--- src/rtl/pr_pkg.sv ---
// result_printer shared types: FSM states, character codes, line length.
// PRINT_CRLF_EN selects a CR/LF line terminator instead of a single space.
package pr_pkg;

  typedef enum logic [1:0] {
    IDLE,
    SEND,
    HOLD
  } state_t;

  localparam logic [7:0] CH_CR = 8'h0D;
  localparam logic [7:0] CH_LF = 8'h0A;
  localparam logic [7:0] CH_SP = 8'h20;

`ifdef PRINT_CRLF_EN
  localparam int NCHAR = 6;
  localparam logic [7:0] TERM0 = CH_CR;
`else
  localparam int NCHAR = 5;
  localparam logic [7:0] TERM0 = CH_SP;
`endif

  localparam logic [2:0] LAST_IDX = 3'(NCHAR - 1);

endpackage

--- src/rtl/result_printer_if.sv ---
// Adder-result capture and UART transmit signals of result_printer.
// The printer is the slave; the adder/UART environment is the master.
interface result_printer_if;

  logic [7:0] L2_adder_data1;
  logic       L2_adder_rdy1;
  logic [7:0] L2_adder_data2;
  logic       L2_adder_rdy2;
  logic       bu_tx_busy;
  logic [7:0] Gl_tx_data;
  logic       Gl_tx_data_rdy;
  logic       pr_busy;
  logic       pr_drop;

  modport master (
    output L2_adder_data1,
    output L2_adder_rdy1,
    output L2_adder_data2,
    output L2_adder_rdy2,
    output bu_tx_busy,
    input  Gl_tx_data,
    input  Gl_tx_data_rdy,
    input  pr_busy,
    input  pr_drop
  );

  modport slave (
    input  L2_adder_data1,
    input  L2_adder_rdy1,
    input  L2_adder_data2,
    input  L2_adder_rdy2,
    input  bu_tx_busy,
    output Gl_tx_data,
    output Gl_tx_data_rdy,
    output pr_busy,
    output pr_drop
  );

endinterface

--- src/rtl/hex2ascii.sv ---
// Combinational nibble to uppercase ASCII hex digit.
module hex2ascii (
  input  logic [3:0] nib_i,
  output logic [7:0] asc_o
);

  always_comb begin
    if (nib_i < 4'd10) asc_o = 8'h30 + {4'h0, nib_i};
    else               asc_o = 8'h37 + {4'h0, nib_i};
  end

endmodule

--- src/rtl/result_printer.sv ---
// Captures two adder result bytes and prints them as a hex line over UART.
// Line terminator is CR/LF when PRINT_CRLF_EN is defined, else a space.
module result_printer
  import pr_pkg::*;
(
  input logic        clk,
  input logic        Gl_rst_n,
  result_printer_if.slave bus
);

  state_t      state_q, state_d;
  logic [2:0]  idx_q, idx_d;
  logic [15:0] prn_q, prn_d;
  logic [7:0]  cap1_q, cap2_q;
  logic        v1_q, v2_q;
  logic        drop_q;
  logic [7:0]  txd_q, txd_d;
  logic        txr_q, txr_d;

  logic        snap;
  logic [3:0]  nib;
  logic [7:0]  hex_ch;
  logic [7:0]  ch;

  assign snap = (state_q == IDLE) && v1_q && v2_q;

  always_comb begin
    unique case (idx_q)
      3'd0:    nib = prn_q[15:12];
      3'd1:    nib = prn_q[11:8];
      3'd2:    nib = prn_q[7:4];
      default: nib = prn_q[3:0];
    endcase
  end

  hex2ascii u_hex (
    .nib_i (nib),
    .asc_o (hex_ch)
  );

  always_comb begin
    ch = hex_ch;
    if (idx_q == 3'd4) ch = TERM0;
    if (idx_q == 3'd5) ch = CH_LF;
  end

  always_comb begin
    state_d = state_q;
    idx_d   = idx_q;
    prn_d   = prn_q;
    txd_d   = txd_q;
    txr_d   = 1'b0;
    unique case (state_q)
      IDLE: begin
        if (snap) begin
          prn_d   = {cap1_q, cap2_q};
          idx_d   = 3'd0;
          state_d = SEND;
        end
      end
      SEND: begin
        if (!bus.bu_tx_busy) begin
          txd_d   = ch;
          txr_d   = 1'b1;
          state_d = HOLD;
        end
      end
      HOLD: begin
        if (idx_q == LAST_IDX) begin
          state_d = IDLE;
        end else begin
          idx_d   = idx_q + 3'd1;
          state_d = SEND;
        end
      end
      default: state_d = IDLE;
    endcase
  end

  // A byte consumed by the snapshot in the same cycle is not a drop.
  always_ff @(posedge clk) begin
    if (!Gl_rst_n) begin
      state_q <= IDLE;
      idx_q   <= 3'd0;
      prn_q   <= 16'h0000;
      cap1_q  <= 8'h00;
      cap2_q  <= 8'h00;
      v1_q    <= 1'b0;
      v2_q    <= 1'b0;
      drop_q  <= 1'b0;
      txd_q   <= 8'h00;
      txr_q   <= 1'b0;
    end else begin
      state_q <= state_d;
      idx_q   <= idx_d;
      prn_q   <= prn_d;
      txd_q   <= txd_d;
      txr_q   <= txr_d;
      if (bus.L2_adder_rdy1) cap1_q <= bus.L2_adder_data1;
      if (bus.L2_adder_rdy2) cap2_q <= bus.L2_adder_data2;
      v1_q   <= bus.L2_adder_rdy1 | (v1_q & ~snap);
      v2_q   <= bus.L2_adder_rdy2 | (v2_q & ~snap);
      drop_q <= ~snap & ((bus.L2_adder_rdy1 & v1_q) |
                         (bus.L2_adder_rdy2 & v2_q));
    end
  end

  assign bus.Gl_tx_data     = txd_q;
  assign bus.Gl_tx_data_rdy = txr_q;
  assign bus.pr_busy        = (state_q != IDLE);
  assign bus.pr_drop        = drop_q;

endmodule

--- src/flat_wrapper.sv ---
// flat-port wrapper written by rule: the top's interface ports become plain ports
module result_printer_flat import pr_pkg::*;
  (clk, Gl_rst_n, bus_L2_adder_data1, bus_L2_adder_rdy1, bus_L2_adder_data2, bus_L2_adder_rdy2, bus_bu_tx_busy, bus_Gl_tx_data, bus_Gl_tx_data_rdy, bus_pr_busy, bus_pr_drop);
  result_printer_if bus_i ();
  input logic clk;
  input logic Gl_rst_n;
  input wire logic [$bits(bus_i.L2_adder_data1)-1:0] bus_L2_adder_data1;
  input wire logic [$bits(bus_i.L2_adder_rdy1)-1:0] bus_L2_adder_rdy1;
  input wire logic [$bits(bus_i.L2_adder_data2)-1:0] bus_L2_adder_data2;
  input wire logic [$bits(bus_i.L2_adder_rdy2)-1:0] bus_L2_adder_rdy2;
  input wire logic [$bits(bus_i.bu_tx_busy)-1:0] bus_bu_tx_busy;
  output wire logic [$bits(bus_i.Gl_tx_data)-1:0] bus_Gl_tx_data;
  output wire logic [$bits(bus_i.Gl_tx_data_rdy)-1:0] bus_Gl_tx_data_rdy;
  output wire logic [$bits(bus_i.pr_busy)-1:0] bus_pr_busy;
  output wire logic [$bits(bus_i.pr_drop)-1:0] bus_pr_drop;
  assign bus_i.L2_adder_data1 = bus_L2_adder_data1;
  assign bus_i.L2_adder_rdy1 = bus_L2_adder_rdy1;
  assign bus_i.L2_adder_data2 = bus_L2_adder_data2;
  assign bus_i.L2_adder_rdy2 = bus_L2_adder_rdy2;
  assign bus_i.bu_tx_busy = bus_bu_tx_busy;
  assign bus_Gl_tx_data = bus_i.Gl_tx_data;
  assign bus_Gl_tx_data_rdy = bus_i.Gl_tx_data_rdy;
  assign bus_pr_busy = bus_i.pr_busy;
  assign bus_pr_drop = bus_i.pr_drop;
  result_printer u_core (.clk(clk), .Gl_rst_n(Gl_rst_n), .bus(bus_i));
endmodule
--- config.mk ---
export PLATFORM = sky130hd
export DESIGN_NAME = result_printer_flat
export DESIGN_NICKNAME = d
export VERILOG_FILES = /design/src/rtl/pr_pkg.sv /design/src/rtl/result_printer_if.sv /design/src/rtl/hex2ascii.sv /design/src/rtl/result_printer.sv /design/src/flat_wrapper.sv
export SDC_FILE = /design/constraint.sdc
export NUM_CORES = 1
export LEC_CHECK = 0
export BUFFER_PORTS_ARGS = -buffer_cell sky130_fd_sc_hd__buf_2
export CORE_ASPECT_RATIO = 1.1
export CORE_MARGIN = 3
export CORE_UTILIZATION = 40
export CTS_CLUSTER_SIZE = 10
export DETAILED_ROUTE_END_ITERATION = 8
export REMOVE_ABC_BUFFERS = 1
export SLEW_MARGIN = 20
export SYNTH_ARGS = -nofsm -noshare
export SYNTH_HDL_FRONTEND = slang
export SYNTH_SLANG_ARGS = --single-unit
--- constraint.sdc ---
create_clock -name clk -period 3.4 [get_ports clk]
set_input_delay 0.51 -clock clk [delete_from_list [all_inputs] [get_ports clk]]
set_output_delay 0.51 -clock clk [all_outputs]
set_load 0.02 [all_outputs]
# Yosys cells after proc, flatten, opt, wreduce, memory -nomap -nowiden
# Cells that the tools add are included.
# totals
register_bits	49
out_inout_bits	11
word_cells	56
# classes
add_sub_neg	3
n_reduce_logical	11
bitwise_logic	10
muxes	12
eq_ne	9
order_cmp	1
# ops
operator	n
2-to-1 mux 7 bit	3
adder 6 x 4 -> 7 bit (first input constant)	2
case mux 4 bit (3 select lines)	1
AND reduction 2 bit	4
equality test 3 bit (second input constant)	2
2-to-1 mux 3 bit	2
case mux 2 bit (3 select lines)	1
case mux 3 bit (2 select lines)	1
bitwise AND 1 bit	5
less-than comparator 4 bit (second input constant)	1
2-to-1 mux 2 bit	2
inequality test 2 bit (second input constant)	2
nonzero test 2 bit	2
adder 3 x 1 -> 3 bit (second input constant)	1
equality test 3 x 1 -> 1 bit (second input constant)	1
equality test 3 x 2 -> 1 bit (second input constant)	1
zero test 3 bit	1
bitwise OR 1 bit	3
AND reduction 3 bit	1
equality test 2 x 1 -> 1 bit (second input constant)	1
equality test 2 bit (second input constant)	1
logical AND 1 bit	2
zero test 2 bit	1
2-to-1 mux 1 bit	2
2 further kinds	3

# Logic depth before layout (Yosys ltp)
# logic_depth
depth_word	6
ltp_mapped	10
ltp_nobuf	9

# Hierarchy
# A second synthesis with hierarchy kept.
# hier_totals
cells_unflattened	238
hier_area_um2	2127.0
# by_module_without_submodules
mod	area_per_inst_um2	cells_per_inst	n_inst
result_printer	2021.9	222	1
hex2ascii	105.1	16	1

# Worst setup path after synthesis
# OpenSTA, ideal clock, no wires.
# synth_timing
path_type	reg-to-reg
startpoint	register u_core.idx_q[0]
endpoint	register u_core.txd_q[4], in the netlist u_core.bus.Gl_tx_data[4]
stages_incl_launch_ff	11
t_arrival_ns	1.956
synth_period_minus_slack_ns	2.074
setup_slack_ns	1.326
required_time_ns	3.283
path_buffers	1
path_cell_list	dfxtp_1 inv_1 ha_1 buf_6 or3_4 nand2_1 a21oi_1 ha_1 a21oi_1 o21ai_1 a32o_1
# synth_via
elab_chain_cells	6
elab_cells_between_ends	12
# synth_lines
item	line_no	rtl
from (decl)	result_printer.sv:12	logic [2:0] idx_q, idx_d;
from (signal assigned)	result_printer.sv:95	idx_q <= idx_d;
equality test 3 x 2 -> 1 bit, or another cell as far along	result_printer.sv:28	unique case (idx_q)
case mux 4 bit (3 select lines)	result_printer.sv:28	
adder 6 x 4 -> 7 bit, or another cell as far along	hex2ascii.sv:9	else asc_o = 8'h37 + {4'h0, nib_i};
2-to-1 mux 7 bit	hex2ascii.sv:8	if (nib_i < 4'd10) asc_o = 8'h30 + {4'h0, nib_i};
2-to-1 mux 7 bit	result_printer.sv:43	if (idx_q == 3'd4) ch = TERM0;
2-to-1 mux 7 bit (*)	result_printer.sv:44	if (idx_q == 3'd5) ch = CH_LF;
to (signal assigned)	result_printer.sv:97	txd_q <= txd_d;
to (decl)	result_printer.sv:17	logic [7:0] txd_q, txd_d;
# Mark *: on every way between the ends. The rest lies on a longest branch, timed or not.
# A chain may end at the register's enable or synchronous reset.

# Final worst setup path
# Ends and elaborated chain as after synthesis.

==> metrics <==
post-CTS setup buffers 0; Die H roughly 82 um; Die X roughly 75 um; row count 27; YS warnings 0; drt wl/cell approximately 12 um; Net Sw Frac 0.235; Slew HR 0.522; Final ANT Viol Nets 0; sequential area share after synthesis 0.457; Worst Setup Start Kind flip-flop; Layout area overhead 12.4%; DP Area between 2000 and 2500 um^2; Hold Path Cell Cnt 2; antenna cells 0; VDD IR max around 0.27 mV; core area slightly above 5000 um^2; CTS buffer count 5; final net count 286; drt via density slightly above 5; CTS tree yes; ys flop type dfxtp_1; sequential power share 0.576; pwr/cell area between 400 and 500 nW/um^2; class of the worst hold path reg -> reg; Total Wirelength about 4000 um; Clock Latency Late Sink around 0.30 ns; P_leak between 0.0009 and 0.001 uW; Critical Path Fanout Max 9; CP startpoint u_core.idx_q[0]; DP HPWL 2860 um; Clk pwr share 0.342; Critical Path End u_core.bus.Gl_tx_data[4]; crit path DAT roughly 2.4 ns; Total Routing Usage GR 0.143; Starting Density 0.418; Worst R2R Setup Slack 1.20 ns; post-CTS sizing 0; clk sink count 48; clock buffer depth 2; status finished, final reports clean; endpoint type of the worst setup path flip-flop; Pint approximately 800 uW; Syn Area/Cell 8.96 um^2; WP data required 3.59 ns; total global routing overflow 0; CTS Hold Bufs 0; GPL Wtd Cong around 0.76; Syn Inst Count between 200 and 250; Initial DRT Pass Iterations 7; Pwr Total 1030 uW; Post-synth EDFFs 0; hold slack approximately 0.44 ns; drt drc 0; Final Critical Period around 2.2 ns; I/O pin cnt 32; achievable frequency 454 MHz; FF-to-FF End u_core.bus.Gl_tx_data[4]; Net Sw Power roughly 240 uW; Pins Over Slew Limit 0; CTS Root Cell clkbuf_8; RSZ-0062 raised after global routing no; Synth Cell Area between 2000 and 2500 um^2; Post-synth ARST share 0; post-synthesis cell type count 35; reg-to-reg startpoint u_core.idx_q[0]; I/O Buffers 30; Finish-stage setup viols 0; area of the multi-input gates between 1000 and 1500 um^2; Initial DRC Count 68; first-pass GRT wire length 6840 um; Clock Pin Slew Worst Setup and Hold Paths roughly 0.09 ns; final count of hold timing violations 0; MaxCap Viol Count 0; Slew @ Worst Pin 0.714 ns; Die ar. 6170 um^2; Final period util 0.648; Comb pwr share 0.082; clk_skew 0.00612 ns; vias 1,642; largest net degree at the start of global routing 32; fill count 527; final design utilization 0.470; initial antenna violation count 0; layout cells sized above 1 0.161; Non-Filler Cell Area, Final around 2400 um^2; number of global-route vias before repair between 1,500 and 2,000; H-tree Lvls 2; critical path class reg -> reg; Reg2Reg Depth 9; Fin Setup TNS 0 ns; #FFs+latches synth 48; FF+latch area 961 um^2
==> worst min-delay path by stage <==
stage,slack [ns],to,from
after floorplan,0.44,u_core.prn_q[0],u_core.cap2_q[0]
after global placement,0.43,u_core.bus.Gl_tx_data[0],u_core.bus.Gl_tx_data[0]
after detailed placement,0.44,u_core.bus.Gl_tx_data[0],u_core.bus.Gl_tx_data[0]
after CTS,0.45,u_core.bus.Gl_tx_data[0],u_core.bus.Gl_tx_data[0]
after global routing,0.47,u_core.cap1_q[3],bus_L2_adder_data1[3]
final,0.44,u_core.bus.Gl_tx_data[0],u_core.bus.Gl_tx_data[0]
==> critical path, stage by stage, from the launching register on <==
cell and delay [ns]:
dfxtp_1 0.40, inv_1 0.08, ha_1 0.30, or3_4 0.44
nand2_1 0.11, a21oi_1 0.11, ha_1 0.20, a21oi_1 0.11
o21ai_1 0.09, a32o_1 0.25
==> power groups by stage <==
| stage | combinational (uW) | clock, uW | sequential [uW] |
|---|---|---|---|
| after floorplan | 48.7 | 0 | 605 |
| after global placement | 84.8 | 0 | 605 |
| after detailed placement | 85.7 | 0 | 605 |
| after CTS | 86.0 | 363 | 592 |
| after global routing | 96.1 | 386 | 594 |
| final | 84.1 | 351 | 592 |
==> cells in the final DEF (no fill, tap or decap), types with 3 or more instances in the layout <==
cell type,Yosys,final
clkbuf_8,0,6
buf_2,2,30
dfxtp_1,48,48
o21ai_1,3,3
a21boi_0,21,21
mux2i_1,17,17
nor2b_1,20,20
nor3_1,3,3
a21o_1,3,3
ha_1,5,5
inv_1,4,4
nor2_1,6,6
a21oi_1,8,8
o211ai_1,3,3
a222oi_1,4,4
and2_1,4,4
nand2_1,46,46
o21ai_0,6,6
nand3_1,7,7
==> synthesized netlist by cell type, types with 2 or more instances <==
cell type,instances,share of area
nor3_1,3,0.0071
nor2b_1,20,0.059
mux2i_1,17,0.081
nand3_1,7,0.017
a222oi_1,4,0.019
o21ai_1,3,0.0071
dfxtp_1,48,0.46
a21boi_0,21,0.075
a21o_1,3,0.011
clkbuf_1,9,0.016
ha_1,5,0.030
and2_1,4,0.012
buf_2,2,0.0048
nor2_1,6,0.011
a21oi_1,8,0.019
o21ai_0,6,0.014
nand2_1,46,0.082
inv_1,4,0.0071
o211ai_1,3,0.011
==> area by class of cell <==
| type | instances | area share |
|---|---|---|
| Timing Repair Buffer | 31 | 0.0666 |
| Inverter | 4 | 0.00635 |
| Clock buffer | 7 | 0.0365 |
| Multi-Input combinational cell | 170 | 0.451 |
| Sequential cell | 48 | 0.406 |
| Tap cell | 58 | 0.0307 |
| Clock inverter | 1 | 0.00317 |
==> cell families (layout without fill, tap and decap cells) <==
family	count (synthesis)	count (layout)	share of synthesized area
buffers and inverters	17	43	0.0369
flip-flops	48	48	0.457
AO/OA/AOI/OAI	53	53	0.175
XOR/XNOR	1	1	0.00416
AND/OR/NAND/NOR	93	93	0.215
other	1	1	0.00178
adder cells (fa/ha/maj)	5	5	0.0297
multiplexers	17	17	0.0809
==> metrics by stage <==
stage | cells | setup WS (ns)
2_1_floorplan | 222 | 1.35
3_3_place_gp | 311 | 1.26
3_5_place_dp | 311 | 1.22
4_1_cts | 319 | 1.20
5_1_grt | 319 | 0.909
6_report | 319 | 1.20
==> registers in the layout, summed over array words and instances (netlist names), 2 cells and up <==
name / count
u_core.cap2_q: 8
u_core.prn_q: 16
u_core.bus.Gl_tx_data: 7
u_core.cap1_q: 8
u_core.idx_q: 3
u_core.state_q: 2
==> per-layer routing <==
metal  wire (um)  global-route usage  up-vias
met2        1840               0.230       32
met1        1930               0.189      749
met4          48              0.0367        0
li1            -                   -      856
met5           0                   0        -
met3         168              0.0367        5
Power figures use the tool's default switching activity.
